File: src/rtl/uart_rx_oversample.sv
// -----------------------------------------------------------------------------
// uart_rx_oversample
//
// Majority-vote UART receiver. Recovers 8N1 frames (8E1 when the macro
// UART_RX_PARITY_EN is defined) from an asynchronous serial line. The bit
// period comes from the same clocks-per-bit value that drives the transmitter.
// Each bit is sampled three times around its centre and resolved by 2-of-3
// majority. Received bytes are offered through a one-entry valid/ready
// holding register together with framing and parity status. A sticky overrun
// flag records any byte that arrived while the previous one was still held.
//
// Configuration:
//   UART_RX_PARITY_EN  defined   -> PARITY state present, frame is 8E1,
//                                   rx_parity_err reports even-parity errors.
//                      undefined -> frame is 8N1, rx_parity_err tied to 0.
//
// Ports:
//   internal_clock  in   1   system clock, rising edge
//   rst_n           in   1   asynchronous active-low reset
//   CLK_PERS_BIT    in  18   clocks per bit (values below 16 act as 16),
//                            captured when a frame starts
//   RX_Enable       in   1   receiver enable; low aborts to IDLE
//   RX_Data         in   1   asynchronous serial input, idles high
//   rx_byte         out  8   received byte, LSB first on the line
//   rx_valid        out  1   rx_byte and status flags are valid
//   rx_ready        in   1   consumer accepts when rx_valid && rx_ready
//   rx_frame_err    out  1   stop bit was sampled low
//   rx_parity_err   out  1   parity mismatch (0 without parity support)
//   rx_overrun      out  1   sticky: a byte was dropped
//   rx_busy         out  1   receiver is inside a frame
// -----------------------------------------------------------------------------
module uart_rx_oversample (
    input  logic        internal_clock,
    input  logic        rst_n,
    input  logic [17:0] CLK_PERS_BIT,
    input  logic        RX_Enable,
    input  logic        RX_Data,
    output logic [7:0]  rx_byte,
    output logic        rx_valid,
    input  logic        rx_ready,
    output logic        rx_frame_err,
    output logic        rx_parity_err,
    output logic        rx_overrun,
    output logic        rx_busy
);

`ifdef UART_RX_PARITY_EN
    typedef enum logic [2:0] {
        S_IDLE,
        S_START,
        S_DATA,
        S_PARITY,
        S_STOP
    } state_t;
`else
    typedef enum logic [2:0] {
        S_IDLE,
        S_START,
        S_DATA,
        S_STOP
    } state_t;
`endif

    // Bit periods shorter than 16 clocks leave no room for three centred
    // samples, so they are raised to 16.
    function automatic logic [17:0] sat_cpb(input logic [17:0] v);
        return (v < 18'd16) ? 18'd16 : v;
    endfunction

    function automatic logic maj3(input logic a, input logic b, input logic c);
        return (a & b) | (a & c) | (b & c);
    endfunction

    // Synchroniser and edge-detect flops.
    logic        rx_sync_p0;
    logic        rx_sync_p1;
    logic        rx_prev_p2;
    logic        fall_edge;

    // Frame control.
    state_t      state;
    state_t      state_nxt;
    logic [17:0] cnt;
    logic [17:0] cnt_nxt;
    logic [2:0]  bit_idx;
    logic [2:0]  bit_idx_nxt;
    logic        load_cpb;
    logic        deliver;

    // Per-frame datapath.
    logic [17:0] cpb_r;
    logic [17:0] half_r;
    logic        samp_a;
    logic        samp_b;
    logic        vote;
    logic        at_a;
    logic        at_b;
    logic        at_c;
    logic        at_end;
    logic [7:0]  shift_r;
`ifdef UART_RX_PARITY_EN
    logic        par_err_r;
`endif

    // Holding register control.
    logic        handshake;
    logic        accept;

    // ---- stage p0/p1: two-flop synchroniser, p2: previous value for edges
    always_ff @(posedge internal_clock or negedge rst_n) begin
        if (!rst_n) begin
            rx_sync_p0 <= 1'b1;
            rx_sync_p1 <= 1'b1;
            rx_prev_p2 <= 1'b1;
        end else begin
            rx_sync_p0 <= RX_Data;
            rx_sync_p1 <= rx_sync_p0;
            rx_prev_p2 <= rx_sync_p1;
        end
    end

    assign fall_edge = rx_prev_p2 & ~rx_sync_p1;

    // Sample points around the bit centre; the third sample is the live
    // synchronised value, so the vote resolves in the half+1 cycle.
    assign at_a   = (cnt == half_r - 18'd1);
    assign at_b   = (cnt == half_r);
    assign at_c   = (cnt == half_r + 18'd1);
    assign at_end = (cnt == cpb_r - 18'd1);
    assign vote   = maj3(samp_a, samp_b, rx_sync_p1);

    // ---- frame FSM: state register
    always_ff @(posedge internal_clock or negedge rst_n) begin
        if (!rst_n) begin
            state   <= S_IDLE;
            cnt     <= '0;
            bit_idx <= '0;
        end else begin
            state   <= state_nxt;
            cnt     <= cnt_nxt;
            bit_idx <= bit_idx_nxt;
        end
    end

    // ---- frame FSM: next state and control strobes
    always_comb begin
        state_nxt   = state;
        cnt_nxt     = cnt + 18'd1;
        bit_idx_nxt = bit_idx;
        load_cpb    = 1'b0;
        deliver     = 1'b0;

        if (!RX_Enable) begin
            state_nxt = S_IDLE;
            cnt_nxt   = '0;
        end else begin
            case (state)
                S_IDLE: begin
                    cnt_nxt     = '0;
                    bit_idx_nxt = '0;
                    // Requiring an edge keeps a line stuck low from
                    // retriggering frames.
                    if (fall_edge) begin
                        load_cpb  = 1'b1;
                        state_nxt = S_START;
                    end
                end
                S_START: begin
                    if (at_c && vote) begin
                        state_nxt = S_IDLE;
                        cnt_nxt   = '0;
                    end else if (at_end) begin
                        state_nxt = S_DATA;
                        cnt_nxt   = '0;
                    end
                end
                S_DATA: begin
                    if (at_end) begin
                        cnt_nxt     = '0;
                        bit_idx_nxt = bit_idx + 3'd1;
                        if (bit_idx == 3'd7) begin
`ifdef UART_RX_PARITY_EN
                            state_nxt = S_PARITY;
`else
                            state_nxt = S_STOP;
`endif
                        end
                    end
                end
`ifdef UART_RX_PARITY_EN
                S_PARITY: begin
                    if (at_end) begin
                        state_nxt = S_STOP;
                        cnt_nxt   = '0;
                    end
                end
`endif
                S_STOP: begin
                    // Leave at the stop-bit centre so the next start edge
                    // can be caught without a gap.
                    if (at_c) begin
                        deliver   = 1'b1;
                        state_nxt = S_IDLE;
                        cnt_nxt   = '0;
                    end
                end
                default: begin
                    state_nxt = S_IDLE;
                    cnt_nxt   = '0;
                end
            endcase
        end
    end

    assign rx_busy = (state != S_IDLE);

    // ---- datapath: bit period capture, samples, shift register
    always_ff @(posedge internal_clock) begin
        if (load_cpb) begin
            cpb_r  <= sat_cpb(CLK_PERS_BIT);
            half_r <= sat_cpb(CLK_PERS_BIT) >> 1;
        end
        if (at_a) begin
            samp_a <= rx_sync_p1;
        end
        if (at_b) begin
            samp_b <= rx_sync_p1;
        end
        if ((state == S_DATA) && at_c) begin
            shift_r <= {vote, shift_r[7:1]};
        end
`ifdef UART_RX_PARITY_EN
        // Even parity: data bits and parity bit must XOR to zero.
        if ((state == S_PARITY) && at_c) begin
            par_err_r <= ^{shift_r, vote};
        end
`endif
    end

    // ---- output stage: one-entry holding register and overrun flag
    assign handshake = rx_valid && rx_ready;
    assign accept    = deliver && (!rx_valid || rx_ready);

    always_ff @(posedge internal_clock or negedge rst_n) begin
        if (!rst_n) begin
            rx_byte      <= '0;
            rx_valid     <= 1'b0;
            rx_frame_err <= 1'b0;
            rx_overrun   <= 1'b0;
        end else begin
            if (accept) begin
                rx_byte      <= shift_r;
                rx_frame_err <= ~vote;
                rx_valid     <= 1'b1;
            end else if (handshake) begin
                rx_valid <= 1'b0;
            end

            if (deliver && !accept) begin
                rx_overrun <= 1'b1;
            end else if (handshake) begin
                rx_overrun <= 1'b0;
            end
        end
    end

`ifdef UART_RX_PARITY_EN
    always_ff @(posedge internal_clock or negedge rst_n) begin
        if (!rst_n) begin
            rx_parity_err <= 1'b0;
        end else if (accept) begin
            rx_parity_err <= par_err_r;
        end
    end
`else
    assign rx_parity_err = 1'b0;
`endif

endmodule

File: config.mk
export PLATFORM = sky130hd
export DESIGN_NAME = uart_rx_oversample
export DESIGN_NICKNAME = d
export VERILOG_FILES = /design/src/rtl/uart_rx_oversample.sv
export SDC_FILE = /design/constraint.sdc
export NUM_CORES = 1
export LEC_CHECK = 0
export ABC_AREA = 1
export CELL_PAD_IN_SITES_DETAIL_PLACEMENT = 0
export CELL_PAD_IN_SITES_GLOBAL_PLACEMENT = 1
export CORE_ASPECT_RATIO = 0.75
export CORE_MARGIN = 3
export CORE_UTILIZATION = 39
export DETAILED_ROUTE_END_ITERATION = 7
export PLACE_DENSITY_LB_ADDON = 0.2
export SLEW_MARGIN = 20
export SYNTH_ARGS = -nofsm -noshare
export SYNTH_HDL_FRONTEND = slang
export SYNTH_SLANG_ARGS = --single-unit
File: constraint.sdc
create_clock -name internal_clock -period 2.6 [get_ports internal_clock]
set_input_delay 0.78 -clock internal_clock [delete_from_list [all_inputs] [get_ports internal_clock]]
set_output_delay 0.78 -clock internal_clock [all_outputs]
set_load 0.05 [all_outputs]
; Word-level counts from Yosys, hierarchy flattened
; Index checks and enable logic that the tools add are counted.
[totals]
ff_bits = 66
out_inout_bits = 13
word_cells = 82
[op_classes]
n_addsub = 5
order_cmp = 1
n_eq_ne = 14
mux = 24
n_bitwise = 8
n_reduce_logical = 15
[op_table]
columns = op, n
row1 = 2-to-1 mux 18 bit, 4
row2 = equality test 18 bit, 3
row3 = case mux 18 bit (3 select lines), 1
row4 = 2-to-1 mux 3 bit, 8
row5 = adder 17 x 1 -> 18 bit (second input constant), 1
row6 = adder 18 x 1 -> 18 bit (second input constant), 1
row7 = equality test 18 x 17 -> 1 bit, 1
row8 = < comparator 18 x 5 -> 1 bit (second input constant), 1
row9 = subtractor 17 x 1 -> 18 bit (second input constant), 1
row10 = subtractor 18 x 1 -> 18 bit (second input constant), 1
row11 = inequality test 3 bit (second input constant), 4
row12 = case mux 3 bit (4 select lines), 1
row13 = 2-to-1 mux 1 bit, 9
row14 = equality test 3 x 2 -> 1 bit (second input constant), 2
row15 = case mux 3 bit (2 select lines), 1
row16 = nonzero test 2 bit, 3
row17 = logical AND 1 bit, 5
row18 = AND reduction 5 bit, 1
row19 = AND 1 bit, 4
row20 = inequality test 4 bit (second input constant), 1
row21 = adder 3 x 1 -> 3 bit (second input constant), 1
row22 = equality test 3 x 1 -> 1 bit (second input constant), 1
row23 = equality test 3 bit (second input constant), 1
row24 = zero test 3 bit, 1
row25 = 7 further kinds, 10

; Logic depth before layout (Yosys ltp)
[logic_depth]
ltp_word = 9
depth_mapped = 20
depth_no_buf = 18

; Least setup slack after synthesis
; No wires, ideal clock.
[synth_timing]
kind = input to register
from = input port RX_Enable
to = register cpb_r[0] (enable)
setup_time_ps = 416
arrival_time_ps = 2464
required_ps = 2184
slack_ps = -279
cell_stages = 5
n_path_buf = 1
path_cell_list = buf_2 inv_2 nor3_1 inv_1 nor3_1
[synth_between]
elab_chain_len = 1
[synth_lines]
columns = element, line_no
row1 = "start, declared", 36  ; input logic RX_Enable,
row2 = 2-to-1 mux 1 bit, 153  ; if (!RX_Enable) begin
row3 = net load_cpb, 87  ; logic load_cpb;
row4 = "end signal, assigned", 220  ; cpb_r <= sat_cpb(CLK_PERS_BIT);
row5 = "end, declared", 91  ; logic [17:0] cpb_r;
; The timed path passes the listed nets, and every way through them passes these cells.
; A chain may end at the register's enable or synchronous reset.

; Worst setup path in the final report
[layout_timing]
from = register cpb_r[2]
to = register cnt[6]
[layout_between]
elab_chain_len = 6
word_cells_on_any_way = 10
[layout_lines]
columns = element, line_no
row1 = subtractor 18 x 1 -> 18 bit or adder 17 x 1 -> 18 bit (tied branches), --
row2 = "equality test 18 bit, on equally long branches", --
row3 = 2-to-1 mux 18 bit or logical AND 1 bit (tied branches), --
row4 = 2-to-1 mux 18 bit, 169  ; if (at_c && vote) begin
row5 = case mux 18 bit (3 select lines) *, 157  ; case (state)
row6 = 2-to-1 mux 18 bit *, 153
row7 = net cnt_nxt[6], 84  ; logic [17:0] cnt_nxt;
row8 = "end signal, assigned", 140  ; cnt <= cnt_nxt;
row9 = "end, declared", 83  ; logic [17:0] cnt;
; The timed path passes the listed nets; every way through them passes the cells marked *.

==> impl_metrics.csv <==
group,metric,value,unit
critical_path,crit_type,"reg -> reg",
grt,grt_antenna_before_repair,0,
yosys,synth_edf_count,28,
pwr,clockPowerShare,40.2,%
yosys,ys_top_cells_by_area,"nand2_1 17%, dfrtp_1 17%, edfxtp_1 17%, xor2_1 6.5%, nor2_1 6.3%",
placement,hpwlAfterDp,12610,um
pwr,leakage,2.976,nW
routing,vias,5004,
yosys,syn_area,0.005095,mm2
yosys,synth-compound-area-share,3.463,%
pwr,p_sw,0.001049,W
yosys,yosysSeqAreaShare,34.75,%
clock_tree,htreeDepth,3,
timing,fmax,409.0,MHz
grt,grt_pass1_vias,4669,
clock_tree,clk_path_buf_depth,2,
pwr,power.internal,0.002280,W
grt,grt_usage,22.60,%
critical_path,cp.arrival,2.67,ns
pwr,switching_share,31.52,%
timing,setup_viol,0,
finish,drive_above_1_share,19.49,%
finish,nets,846,
grt,grt_pass1_wl,24980,um
floorplan,die-area,0.01449,mm2
yosys,syn_inst,743,
timing,tightest_slew,0.5187,ns
grt,grt_start_max_net_pins,38,
clock_tree,root_buffer,"clkbuf_16",
yosys,async_reset_ff_share,56.92,%
routing,wire_per_inst,15.91,um
yosys,synthMuxAreaShare,0,%
clock_tree,clock_latency,0.34,ns
yosys,synth-adder-area-share,1.719,%
timing,hold_viol_final,0,
timing,fin_crit,2.445,ns
job,maxCapViolations,0,
finish,final_util,51.60,%
yosys,synth_top_area_share,17.09,%
routing,final_antenna_net_count,0,
placement,dpl_worst_slack,-0.04112,ns
yosys,yosysTopAreaCell,"nand2_1",
pwr,pwr-share-seq,35.5,%
finish,area_growth,26.84,%
timing,relSlewSlack,64.98,%
yosys,ys_types,44,
timing,finalClockSkew,0.009217,ns
critical_path,cp-start-kind,"register",
finish,antenna_cells,0,
placement,io_buffers,34,
pwr,comb_power_share,24.3,%
timing,worst_slack,0.1549,ns
critical_path,end_kind,"register",
pwr,p_total,0.003330,W
clock_tree,cts_sinks,65,
clock_tree,tritoncts,"built",
timing,report.final.slew_viol_count,0,
routing,drtIter0Drc,420,
critical_path,required,2.82,ns
grt,overflow,0,
yosys,ys_ff_latch,65,
critical_path,crit_fanout,11,
yosys,synth-simple-area-share,41.48,%
worst_hold_path,min_path_type,"reg -> reg",
routing,drt_first_pass_iters,5,
floorplan,io_pins,36,
pwr,vdd_drop_max,0.0003662,V
yosys,synthXorXnorAreaFrac,8.080,%
routing,drc,0,
floorplan,rows,35,
routing,via_per_inst,5.070,
floorplan,dieWidth,138.0,um
yosys,synth.avg_cell_area,6.857,um2
routing,totalWireLength,15700,um
yosys,synthFlopType,"dfrtp_1",
placement,place_congestion,0.9929,
status,status,"finished, final reports clean",
yosys,synth_top_family_by_area,"simple AND/OR/NAND/NOR gates",
floorplan,core-area,0.01252,mm2
clock_tree,clk_pin_slew,0.06,ns
pwr,cellPowerDensity,515.3,mW/mm2
yosys,syn_nets,773,
timing,final.period_utilization,94.04,%
yosys,synth_warnings,0,
floorplan,start_util,40.68,%
floorplan,die_h,105.0,um
clock_tree,cts_buffers,9,
[through the flow]
step	area, um2	instances	hold WS, ns	setup TNS (ns)
after floorplan	5106	743	0.3452	0
after global placement	5898	961	0.3486	0
after detailed placement	5898	961	0.3487	-0.1013
after CTS	6228	977	0.3437	0
after global routing	6462	987	0.3587	-0.1130
final	6462	987	0.3442	0
[final cells by class]
cell class,instances,area [um2]
Clock inverter,6,91.34
Timing Repair Buffer,98,867.1
Tap cell,166,207.7
Inverter,88,330.3
Sequential cell,65,1772
Clock buffer,10,229.0
Multi-Input combinational cell,554,2965
Fill cell,1274,6062
[critical path: stages (launching register included)]
cell and delay (ns):
edfxtp_1 0.43, inv_1 0.14, ha_1 0.25, xor2_1 0.16
nor2_1 0.20, nand3_1 0.12, nor2_1 0.11, nand3_1 0.10
nor2_2 0.14, nand3_2 0.12, nand2_2 0.09, nand2_1 0.05
nand2_1 0.07, nand2_2 0.06, nand2_4 0.08, buf_12 0.15
nor2_1 0.05
[what timing repair did]
| action | 4_1_cts | 5_1_grt |
|---|---|---|
| hold buffers | 0 | 0 |
| gates cloned | 0 | 1 |
| resized for setup | 3 | 50 |
| endpoints found under the setup margin | 4 | 42 |
| buffers inserted | 0 | 9 |
| pin swaps | 0 | 9 |
| endpoints found under the hold margin | 0 | 0 |
[registers in the layout, indices dropped and copies added (netlist names), 2 cells and up]
name,count
bit_idx,3
cnt,18
cpb_r,18
rx_byte,8
shift_r,8
state,2
[power groups by stage]
stage               sequential (W)  clock [W]  combinational [W]
global route               0.00119    0.00142           0.000891
floorplan                  0.00118          0           0.000491
CTS                        0.00118    0.00138           0.000761
global placement           0.00120          0           0.000746
detailed placement         0.00120          0           0.000757
finish                     0.00118    0.00134           0.000810
[synthesized netlist by cell type (all sizes together), types with 3 or more instances]
cell type,instances
nor3,8
nor4,9
xor2,38
nor2,109
clkbuf,16
dfstp,3
nand3b,10
or2,3
nand4,24
o21ai,14
edfxtp,28
a21oi,7
ha,7
dfrtp,34
nand2,241
nand3,64
inv,87
xnor2,9
buf,21
[placed cells by master (no fill, tap or decap), types with 3 or more instances in the layout]
cell type | synthesis | layout
nand2_1 | 232 | 225
inv_1 | 84 | 82
nor2_1 | 86 | 74
buf_4 | 5 | 59
nand3_1 | 62 | 58
xor2_1 | 38 | 38
dfrtp_1 | 34 | 33
clkdlybuf4s50_1 | 0 | 32
edfxtp_1 | 28 | 28
nand4_1 | 24 | 24
nor2_2 | 19 | 24
nand2_2 | 8 | 14
nor2_4 | 3 | 11
nand3b_1 | 10 | 10
xnor2_1 | 9 | 9
clkbuf_16 | 0 | 9
nor4_1 | 9 | 8
nor3_1 | 8 | 7
a21oi_1 | 7 | 6
o21ai_0 | 10 | 5
inv_2 | 3 | 5
o21ai_1 | 3 | 5
nand3_2 | 1 | 5
o21ai_2 | 1 | 4
ha_1 | 7 | 4
or2_2 | 3 | 3
buf_12 | 1 | 3
dfstp_2 | 3 | 3
[kinds of logic (layout without fill, tap and decap cells)]
| family | count (synthesis) | in the layout |
|---|---|---|
| and+or+nand+nor | 469 | 470 |
| buffers and inverters | 125 | 202 |
| DFF | 65 | 65 |
| xor gates and xnor gates | 47 | 47 |
| AOI/OAI and AO/OA | 29 | 29 |
| adders and majority gates | 7 | 7 |
| other | 1 | 1 |
[per-layer routing]
layer	vias up	part of all wire (%)	track usage (%)
li1	2507	-	-
met1	2332	51	36.33
met2	151	40	30.36
met3	14	7.8	5.294
met4	0	1.1	4.231
met5	-	0	0
[final timing paths]
| path | from | to | slack [ns] | depth (start not counted) |
|---|---|---|---|---|
| max | cpb_r[2] | cnt[6] | 0.15 | 16 |
| min | rx_sync_p0 | rx_sync_p1 | 0.34 | 0 |
| max reg2reg | cpb_r[2] | cnt[6] | 0.15 | 16 |
| min reg2reg | rx_sync_p0 | rx_sync_p1 | 0.34 | 0 |
| max in group asynchronous | rst_n | cnt[1] | 1.70 | 2 |
| min in group asynchronous | rst_n | cnt[7] | 0.49 | 2 |
No activity file was read; power rests on OpenSTA's default activity.
